===== config.mk =====
export PLATFORM = sky130hd
export DESIGN_NAME = uart_tx_fifo
export DESIGN_NICKNAME = d
export VERILOG_FILES = /design/src/rtl/uart_tx_fifo.sv
export SDC_FILE = /design/constraint.sdc
export NUM_CORES = 1
export LEC_CHECK = 0
export CAP_MARGIN = 20
export CORE_MARGIN = 2
export CORE_UTILIZATION = 36
export DETAILED_ROUTE_END_ITERATION = 8
export GPL_TIMING_DRIVEN = 0
export PLACE_DENSITY = 0.65
export SKIP_CTS_REPAIR_TIMING = 1
export SLEW_MARGIN = 25
export SYNTH_ARGS = -nofsm -noshare
export SYNTH_HDL_FRONTEND = slang
export SYNTH_SLANG_ARGS = --single-unit

===== constraint.sdc =====
create_clock -name i_clk -period 2.8 [get_ports i_clk]
set_clock_uncertainty 0.05 [all_clocks]
set_input_delay 0.56 -clock i_clk [delete_from_list [all_inputs] [get_ports i_clk]]
set_output_delay 0.56 -clock i_clk [all_outputs]
set_load 0.01 [all_outputs]

===== src/rtl/uart_tx_fifo.sv =====
// Byte FIFO fed by an active-low IO strobe, drained by an 8N1 UART transmitter.
// Define UART_TX_PARITY_EN to build an 8E1 transmitter with an even-parity bit.
module uart_tx_fifo #(
    parameter int unsigned CLKS_PER_BIT = 16,
    parameter int unsigned FIFO_DEPTH   = 16
) (
    input  logic                          i_clk,
    input  logic                          reset,
    input  logic [7:0]                    databus,
    input  logic                          IOload,
    output logic                          full,
    output logic                          empty,
    output logic [$clog2(FIFO_DEPTH):0]   count,
    output logic                          overflow,
    output logic                          busy,
    output logic                          o_tx
);
    localparam int unsigned PW = $clog2(FIFO_DEPTH);
    localparam int unsigned CW = PW + 1;
    localparam int unsigned TW = (CLKS_PER_BIT > 2) ? $clog2(CLKS_PER_BIT) : 1;

    typedef enum logic [2:0] {
        IDLE,
        START,
        DATA,
`ifdef UART_TX_PARITY_EN
        PARITY,
`endif
        STOP
    } state_t;

    logic [7:0]    mem [FIFO_DEPTH];
    logic [PW-1:0] wr_ptr, rd_ptr;
    logic [CW-1:0] count_nx;
    logic          ioload_q;
    logic          wr_req, wr_en, pop;

    state_t        state, state_nx;
    logic [TW-1:0] timer, timer_nx;
    logic [2:0]    bit_idx, bit_idx_nx;
    logic [7:0]    shift, shift_nx;
    logic          tx_nx, bit_end;
`ifdef UART_TX_PARITY_EN
    logic          par_q, par_nx;
`endif

    // Falling edge of the strobe writes once; a full FIFO accepts only if a pop frees a slot
    assign wr_req  = !IOload && ioload_q;
    assign wr_en   = wr_req && (!full || pop);
    assign bit_end = (timer == TW'(CLKS_PER_BIT - 1));

    always_comb begin
        count_nx = count;
        case ({wr_en, pop})
            2'b10:   count_nx = count + CW'(1);
            2'b01:   count_nx = count - CW'(1);
            default: count_nx = count;
        endcase
    end

    always_ff @(posedge i_clk) begin
        if (reset) begin
            ioload_q <= 1'b1;
            wr_ptr   <= '0;
            rd_ptr   <= '0;
            count    <= '0;
            full     <= 1'b0;
            empty    <= 1'b1;
            overflow <= 1'b0;
        end else begin
            ioload_q <= IOload;
            if (wr_en) wr_ptr <= wr_ptr + PW'(1);
            if (pop)   rd_ptr <= rd_ptr + PW'(1);
            count    <= count_nx;
            full     <= (count_nx == CW'(FIFO_DEPTH));
            empty    <= (count_nx == '0);
            overflow <= overflow | (wr_req && full && !pop);
        end
    end

    always_ff @(posedge i_clk) begin
        if (wr_en) mem[wr_ptr] <= databus;
    end

    // Transmit FSM: o_tx is registered from the next-state value
    always_comb begin
        state_nx   = state;
        timer_nx   = timer + TW'(1);
        bit_idx_nx = bit_idx;
        shift_nx   = shift;
        tx_nx      = o_tx;
        pop        = 1'b0;
`ifdef UART_TX_PARITY_EN
        par_nx     = par_q;
`endif
        case (state)
            IDLE: begin
                timer_nx = '0;
                tx_nx    = 1'b1;
                if (!empty) begin
                    pop        = 1'b1;
                    shift_nx   = mem[rd_ptr];
                    bit_idx_nx = '0;
                    state_nx   = START;
                    tx_nx      = 1'b0;
`ifdef UART_TX_PARITY_EN
                    par_nx     = ^mem[rd_ptr];
`endif
                end
            end
            START: begin
                if (bit_end) begin
                    timer_nx = '0;
                    state_nx = DATA;
                    tx_nx    = shift[0];
                end
            end
            DATA: begin
                if (bit_end) begin
                    timer_nx = '0;
                    if (bit_idx == 3'd7) begin
`ifdef UART_TX_PARITY_EN
                        state_nx = PARITY;
                        tx_nx    = par_q;
`else
                        state_nx = STOP;
                        tx_nx    = 1'b1;
`endif
                    end else begin
                        bit_idx_nx = bit_idx + 3'd1;
                        shift_nx   = {1'b0, shift[7:1]};
                        tx_nx      = shift[1];
                    end
                end
            end
`ifdef UART_TX_PARITY_EN
            PARITY: begin
                if (bit_end) begin
                    timer_nx = '0;
                    state_nx = STOP;
                    tx_nx    = 1'b1;
                end
            end
`endif
            STOP: begin
                if (bit_end) begin
                    timer_nx = '0;
                    state_nx = IDLE;
                    tx_nx    = 1'b1;
                end
            end
            default: begin
                timer_nx = '0;
                state_nx = IDLE;
                tx_nx    = 1'b1;
            end
        endcase
    end

    always_ff @(posedge i_clk) begin
        if (reset) begin
            state   <= IDLE;
            timer   <= '0;
            bit_idx <= '0;
            shift   <= '0;
            o_tx    <= 1'b1;
            busy    <= 1'b0;
`ifdef UART_TX_PARITY_EN
            par_q   <= 1'b0;
`endif
        end else begin
            state   <= state_nx;
            timer   <= timer_nx;
            bit_idx <= bit_idx_nx;
            shift   <= shift_nx;
            o_tx    <= tx_nx;
            busy    <= (state_nx != IDLE);
`ifdef UART_TX_PARITY_EN
            par_q   <= par_nx;
`endif
        end
    end
endmodule

==> results.json, run 1 <==
{
  "finalCriticalPeriod_ps": 2800,
  "ir_worst_vdd_v": 0.000462,
  "clockBufferDepth": 2,
  "yosys.cell_count.top_type": "edfxtp_1",
  "final_max_slew_viol_count": 0,
  "p_comb_frac": 0.130,
  "ys_seq_area_frac": 0.696,
  "yosysTopAreaCellShare": 0.574,
  "end_kind": "register",
  "insertion_delay_ps": 420,
  "clkTransAtPathRegs_ps": 60,
  "routed_wl_mm": 13.2,
  "die_h_um": 140,
  "hold_violations": 0,
  "power_density_mw_per_mm2": 732,
  "synth_nets": 433,
  "routed-via-count": 3634,
  "cts_made_buffers": 17,
  "outcome": "finished, violations left",
  "min_period_over_period": 1.00,
  "yosysTopAreaCell": "edfxtp_1",
  "power_leakage_nw": 2.48,
  "htreeDepth": 4,
  "rows": 49,
  "diodes": 0,
  "clock-root-buffer": "clkbuf_16",
  "io_buffers": 19,
  "grt_usage": 0.142,
  "grt_setup_unrepaired": "yes",
  "power_frac_seq": 0.500,
  "dp.cells": 659,
  "first_pass_iters": 4,
  "rr_endpoint": "empty",
  "worstHoldStart": "timer[0]",
  "antenna_found_initial": 0,
  "setup_viol": 1,
  "grt_pass1_wl_mm": 20.6,
  "ios": 21,
  "area.growth.synth_to_final_pct": 16.3,
  "pre_cts_ws_ps": -397,
  "path_max_fanout": 6,
  "crit_type": "reg2reg",
  "synthCells": 411,
  "p_int_w": 0.00428,
  "finalNonFillerCells": 695,
  "regArea_mm2": 0.00467,
  "synth_warnings": 0,
  "crit_path_start_kind": "register",
  "worstPathArrival_ps": 3120,
  "initial_core_util": 0.371,
  "grt_pass1_vias": 3726,
  "crit_path_cell_trace": "or4_4, a21boi_4, inv_2, ha_4, xor2_1, ha_2, nor2_2, o21a_1, o211ai_1, xor2_1, a31o_2",
  "syn_area_per_cell_um2": 16.3,
  "grt.overflow.total": 0,
  "syn_area_mm2": 0.00670,
  "synth_top_flop_cell": "edfxtp_1",
  "reg2reg_depth": 11,
  "routed_via_density": 5.23,
  "crit_path_start": "state[0]",
  "worst_slew_pin_slew_ps": 839,
  "wl_per_cell_um": 19.0,
  "fill_cells": 1565,
  "switching_power_w": 0.00142,
  "cpMostUsedCell": "xor2_1",
  "synthTopCellsByCount": "128 x edfxtp_1, 43 x nor2_1, 41 x dfxtp_1",
  "hp-class": "reg2reg",
  "place.gp.congestion": 0.783,
  "ant_nets": 0,
  "whs_endpoint": "timer[0]",
  "layout-drive-gt1-share": 0.193,
  "slowest_delay_ps": 580,
  "multiInputGateArea_mm2": 0.00197,
  "synth-edff-count": 128,
  "cts_tree": "built",
  "ys_types": 43,
  "min_path_cells": 1,
  "cp.required_ps": 3120,
  "cpMaxStageDelayCell": "or4_4",
  "design.core.area_mm2": 0.0181,
  "p_clk_frac": 0.370,
  "clock.fmax_ghz": 0.357,
  "fin_ws_ps": -2.04,
  "timing.slew.headroom": 0.439,
  "max-cap-violations": 0,
  "die_w_um": 140,
  "async_reset_ff_frac": 0,
  "power_w": 0.00570,
  "switching_share": 0.249,
  "rrSetupSlack_ps": -2,
  "violations": "negative setup slack",
  "grt_max_degree": 17,
  "drt_iter0_drc": 415,
  "synth_area_leaders": "edfxtp_1 57%, dfxtp_1 12%, mux4_2 11%, nor2_1 2.4%, ha_1 2.1%",
  "ys_ff_latch": 169,
  "hpwl_mm": 8.72,
  "nets": 475,
  "clock_sinks": 169,
  "dieArea_mm2": 0.0197,
  "drc": 0,
  "r2r_start": "state[0]"
}
-- routing by layer --
layer | global-route usage | wire (um) | vias to the layer above
met5 | 0 | 0 | -
met4 | 0.0452 | 172 | 0
met3 | 0.0362 | 637 | 22
met2 | 0.235 | 6590 | 99
met1 | 0.183 | 5810 | 1831
li1 | - | - | 1682
-- sequential cells by signal, indices dropped and copies added, names as in the netlist, named ones only --
| signal | count |
|---|---|
| empty | 1 |
| count | 5 |
| mem | 128 |
| rd_ptr | 4 |
| full | 1 |
| busy | 1 |
| o_tx | 1 |
| overflow | 1 |
| ioload_q | 1 |
| state | 3 |
| timer | 4 |
| wr_ptr | 4 |
| shift | 8 |
| bit_idx | 3 |
-- stage by stage --
step	cell area [um^2]	hold slack, ps	util	TNS (ps)
after floorplan	6730	368	-	-99.8
after global placement	7210	383	0.399	-13410
final	7790	398	0.431	-2.04
after global routing	7790	430	0.431	-380
after CTS	7760	406	0.429	-917
after detailed placement	7230	398	0.400	-4740
-- power groups by stage --
stage	registers, W	logic [W]	clock network, W
2_1_floorplan	0.00289	0.000496	0
3_3_place_gp	0.00290	0.000717	0
3_5_place_dp	0.00290	0.000738	0
4_1_cts	0.00285	0.000741	0.00215
5_1_grt	0.00286	0.000813	0.00226
6_report	0.00285	0.000744	0.00211
-- critical path: cells and delay by family, from the launching register on --
kind	cells	cell delay [ps]
simple gates	2	630
fa+ha+maj	2	410
compound gates	4	820
buf+inv	1	70
flops	1	360
xor+xnor	2	420
-- area by class of cell --
class | instances | share of cell area
Clock buffer | 19 | 0.0556
Timing Repair Buffer | 25 | 0.0302
Buffer | 17 | 0.00964
Inverter | 6 | 0.00337
Multi-Input combinational cell | 217 | 0.253
Tap cell | 229 | 0.0368
Sequential cell | 169 | 0.599
Clock inverter | 13 | 0.0120
-- kinds of logic (layout without fill, tap and decap cells) --
logic type,Yosys count,after routing,share of synthesized area
DFF,169,169,0.696
and+or+nand+nor,98,98,0.0685
AOI/OAI and AO/OA,50,50,0.0549
muxes,44,44,0.125
buffers and inverters,25,80,0.0170
xor gates and xnor gates,13,13,0.0170
adders and majority gates,11,11,0.0205
other,1,1,0.000560
-- worst max path at each step --
stage / to / slack (ps) / cells after the start
after global routing: empty / -150 / 11
final: empty / -2 / 11
after detailed placement: empty / -400 / 12
after global placement: mem[1][6] / -370 / 5
after CTS: empty / -310 / 13
after floorplan: empty / -50 / 13
-- cell usage in the layout, fill, tap and decap left out, types with 3 or more instances in the layout --
master             n
dfxtp_1           40
nand2_1           15
clkdlybuf4s50_1   19
buf_4              8
a21oi_1            4
o21ai_0            5
nor2_1            42
clkinvlp_4         3
a31oi_1            3
edfxtp_1         128
a22oi_1            3
o221ai_1           7
nand4_1            3
nor2b_1           12
a211oi_1          15
xor2_1             8
clkbuf_1          14
nand2b_1           4
buf_2              3
xnor2_1            5
clkinv_2           3
ha_1               9
nand3_1            5
mux2i_1           12
inv_6              4
inv_1              4
nor3_2             4
mux4_2            32
clkbuf_16         17
No activity file was read; power rests on OpenSTA's default activity.
==> run 2: changes to the inputs <==
--- a/config.mk
+++ b/config.mk
@@ -5,6 +5,7 @@
 export SDC_FILE = /design/constraint.sdc
 export NUM_CORES = 1
 export LEC_CHECK = 0
+export ABC_AREA = 1
 export CAP_MARGIN = 20
 export CORE_MARGIN = 2
 export CORE_UTILIZATION = 36
==> run 2 against run 1 <==
  * The run now ends clean
  * Clock power increased by 7%
  * Flip-flop and latch count is the same
  * Total power up 6.7%
  * Critical path type unchanged
  * Critical endpoint unchanged
  * Largest cell class unchanged
  * Highest routed layer unchanged
==> results.json, run 2 <==
{
  "outcome": "completed",
  "die_h_um": 146,
  "power_w": 0.00608,
  "crit_path_start": "state[2]",
  "final_cell_mix": "247 x nand2_1, 128 x edfxtp_1, 104 x nand3_1, 85 x inv_1, 47 x nor2_1",
  "grt_pass1_wl_mm": 26.0,
  "reg2reg_depth": 19,
  "ys_types": 33,
  "worst_slew_pin_slew_ps": 1040,
  "yosys.cell_count.top_type": "nand2_1",
  "cp.required_ps": 3110,
  "hold_violations": 0,
  "crit_path_start_kind": "register",
  "rrSetupSlack_ps": 340,
  "ys_seq_area_frac": 0.640,
  "cts_made_buffers": 17,
  "grt_max_degree": 17,
  "synth_top_flop_cell": "edfxtp_1",
  "ant_nets": 0,
  "drt_iter0_drc": 530,
  "htreeDepth": 4,
  "worstPathArrival_ps": 2770,
  "dieArea_mm2": 0.0214,
  "drc": 0,
  "first_pass_iters": 5,
  "routed-via-count": 5033,
  "clkTransAtPathRegs_ps": 70,
  "setup_viol": 0,
  "die_w_um": 146,
  "p_clk_frac": 0.371,
  "p_comb_frac": 0.162,
  "largest_register_ff_count": 128,
  "diodes": 0,
  "grt_setup_unrepaired": "no",
  "clock.fmax_ghz": 0.407,
  "place.gp.congestion": 0.912,
  "synth_area_leaders": "edfxtp_1 53%, nand2_1 13%, dfxtp_1 11%, nand3_1 7.1%, inv_1 4.4%",
  "grt_usage": 0.163,
  "switching_share": 0.283,
  "grt.overflow.total": 0,
  "area.growth.synth_to_final_pct": 15.1,
  "routed_wl_mm": 16.4,
  "ys_ff_latch": 169,
  "min_period_over_period": 0.877,
  "power_frac_seq": 0.467,
  "reg_top3": "mem (128), shift (8), count (5)",
  "max-cap-violations": 0,
  "routed_via_density": 4.66,
  "clock-root-buffer": "clkbuf_16",
  "syn_area_mm2": 0.00728,
  "design.core.area_mm2": 0.0200,
  "power_leakage_nw": 3.47,
  "tns_ps": 0,
  "worstHoldStart": "timer[0]",
  "fin_ws_ps": 343,
  "switching_power_w": 0.00172,
  "antenna_found_initial": 0,
  "layout_commonest_cell": "nand2_1",
  "io_buffers": 20,
  "crit_type": "reg2reg",
  "initial_core_util": 0.364,
  "yosysTopAreaCell": "edfxtp_1",
  "cts_tree": "built",
  "insertion_delay_ps": 430,
  "path_max_fanout": 9,
  "pre_cts_ws_ps": -82.6,
  "nets": 819,
  "clock_sinks": 169,
  "hpwl_mm": 11.0,
  "yosysTopAreaCellShare": 0.528,
  "synth-edff-count": 128,
  "power_density_mw_per_mm2": 725,
  "rows": 52,
  "regMostFlops": "mem",
  "syn_area_per_cell_um2": 9.61,
  "end_kind": "register",
  "synthTopCellsByCount": "247 x nand2_1, 128 x edfxtp_1, 104 x nand3_1",
  "min_path_cells": 1,
  "timing.slew.headroom": 0.305,
  "r2r_start": "state[2]",
  "synth_warnings": 0,
  "final_max_slew_viol_count": 0,
  "whs_endpoint": "timer[0]",
  "wl_per_cell_um": 15.2,
  "grt_pass1_vias": 4880,
  "ir_worst_vdd_v": 0.000429,
  "clockBufferDepth": 2,
  "p_int_w": 0.00436,
  "synth_nets": 780,
  "hp-class": "reg2reg",
  "fill_cells": 1924,
  "async_reset_ff_frac": 0,
  "ios": 21,
  "rr_endpoint": "empty",
  "finalCriticalPeriod_ps": 2460,
  "layout-drive-gt1-share": 0.0889,
  "synthCells": 758
}
## run 2: how the worst max path moves through the flow
| stage | endpoint | depth (start not counted) | slack, ps |
|---|---|---|---|
| final | empty | 19 | 340 |
| after global routing | empty | 19 | 6 |
| after CTS | empty | 19 | 330 |
| after detailed placement | empty | 16 | -80 |
| after global placement | empty | 16 | -50 |
| after floorplan | empty | 15 | 650 |
## run 2: cells by family after synthesis
family                   Yosys count  share of synthesized area
AO/OA/AOI/OAI                     39                     0.0295
XOR/XNOR                           2                    0.00241
buffers and inverters            121                     0.0685
adder cells (fa/ha/maj)           11                     0.0189
AND/OR/NAND/NOR                  414                      0.238
flip-flops                       169                      0.640
multiplexers                       1                    0.00137
other                              1                   0.000515
## run 2: worst max-delay path, cell delays in order, from the launching register on
cell	delay (ps)
dfxtp_1	330
inv_2	60
nand2_2	70
nor2_2	150
nand2_4	110
nand2_2	80
nand2_2	100
ha_1	300
nand2_1	90
inv_1	50
nor2_1	120
ha_1	160
inv_1	30
nand2_1	120
nand2_1	70
nand3_1	100
nand2_1	60
nor2_1	90
nand3_1	110
o21ai_1	130
## run 2: routing by layer
layer / vias up / global-route usage / routed length [um]
met5: - / 0 / 0
met4: 0 / 0.0684 / 442
met3: 41 / 0.0422 / 1050
met2: 146 / 0.264 / 7610
met1: 2292 / 0.207 / 7280
li1: 2554 / - / -
## run 2: stage by stage
| step | hold slack (ps) | std cells | utilization | cell area (um^2) |
|---|---|---|---|---|
| floorplan | 368 | 758 | - | 7280 |
| finish | 398 | 1080 | 0.419 | 8390 |
| global route | 432 | 1080 | 0.419 | 8390 |
| CTS | 402 | 1080 | 0.419 | 8390 |
| detailed placement | 390 | 1048 | 0.390 | 7820 |
| global placement | 380 | 1048 | 0.390 | 7820 |
## run 2: power groups by stage
stage                     clock (W)  sequential [W]  combinational [W]
after global routing        0.00237         0.00285            0.00112
after floorplan                   0         0.00290           0.000635
final                       0.00225         0.00284           0.000987
after global placement            0         0.00289           0.000973
after detailed placement          0         0.00290           0.000985
after CTS                   0.00227         0.00284           0.000989
## run 2: area by class of cell
type | count | area, um^2 | share of cell area
Clock buffer | 17 | 425 | 0.0507
Clock inverter | 15 | 140 | 0.0167
Timing Repair Buffer | 20 | 200 | 0.0239
Inverter | 92 | 347 | 0.0413
Buffer | 29 | 153 | 0.0182
Multi-Input combinational cell | 468 | 2120 | 0.253
Tap cell | 270 | 338 | 0.0403
Sequential cell | 169 | 4660 | 0.556
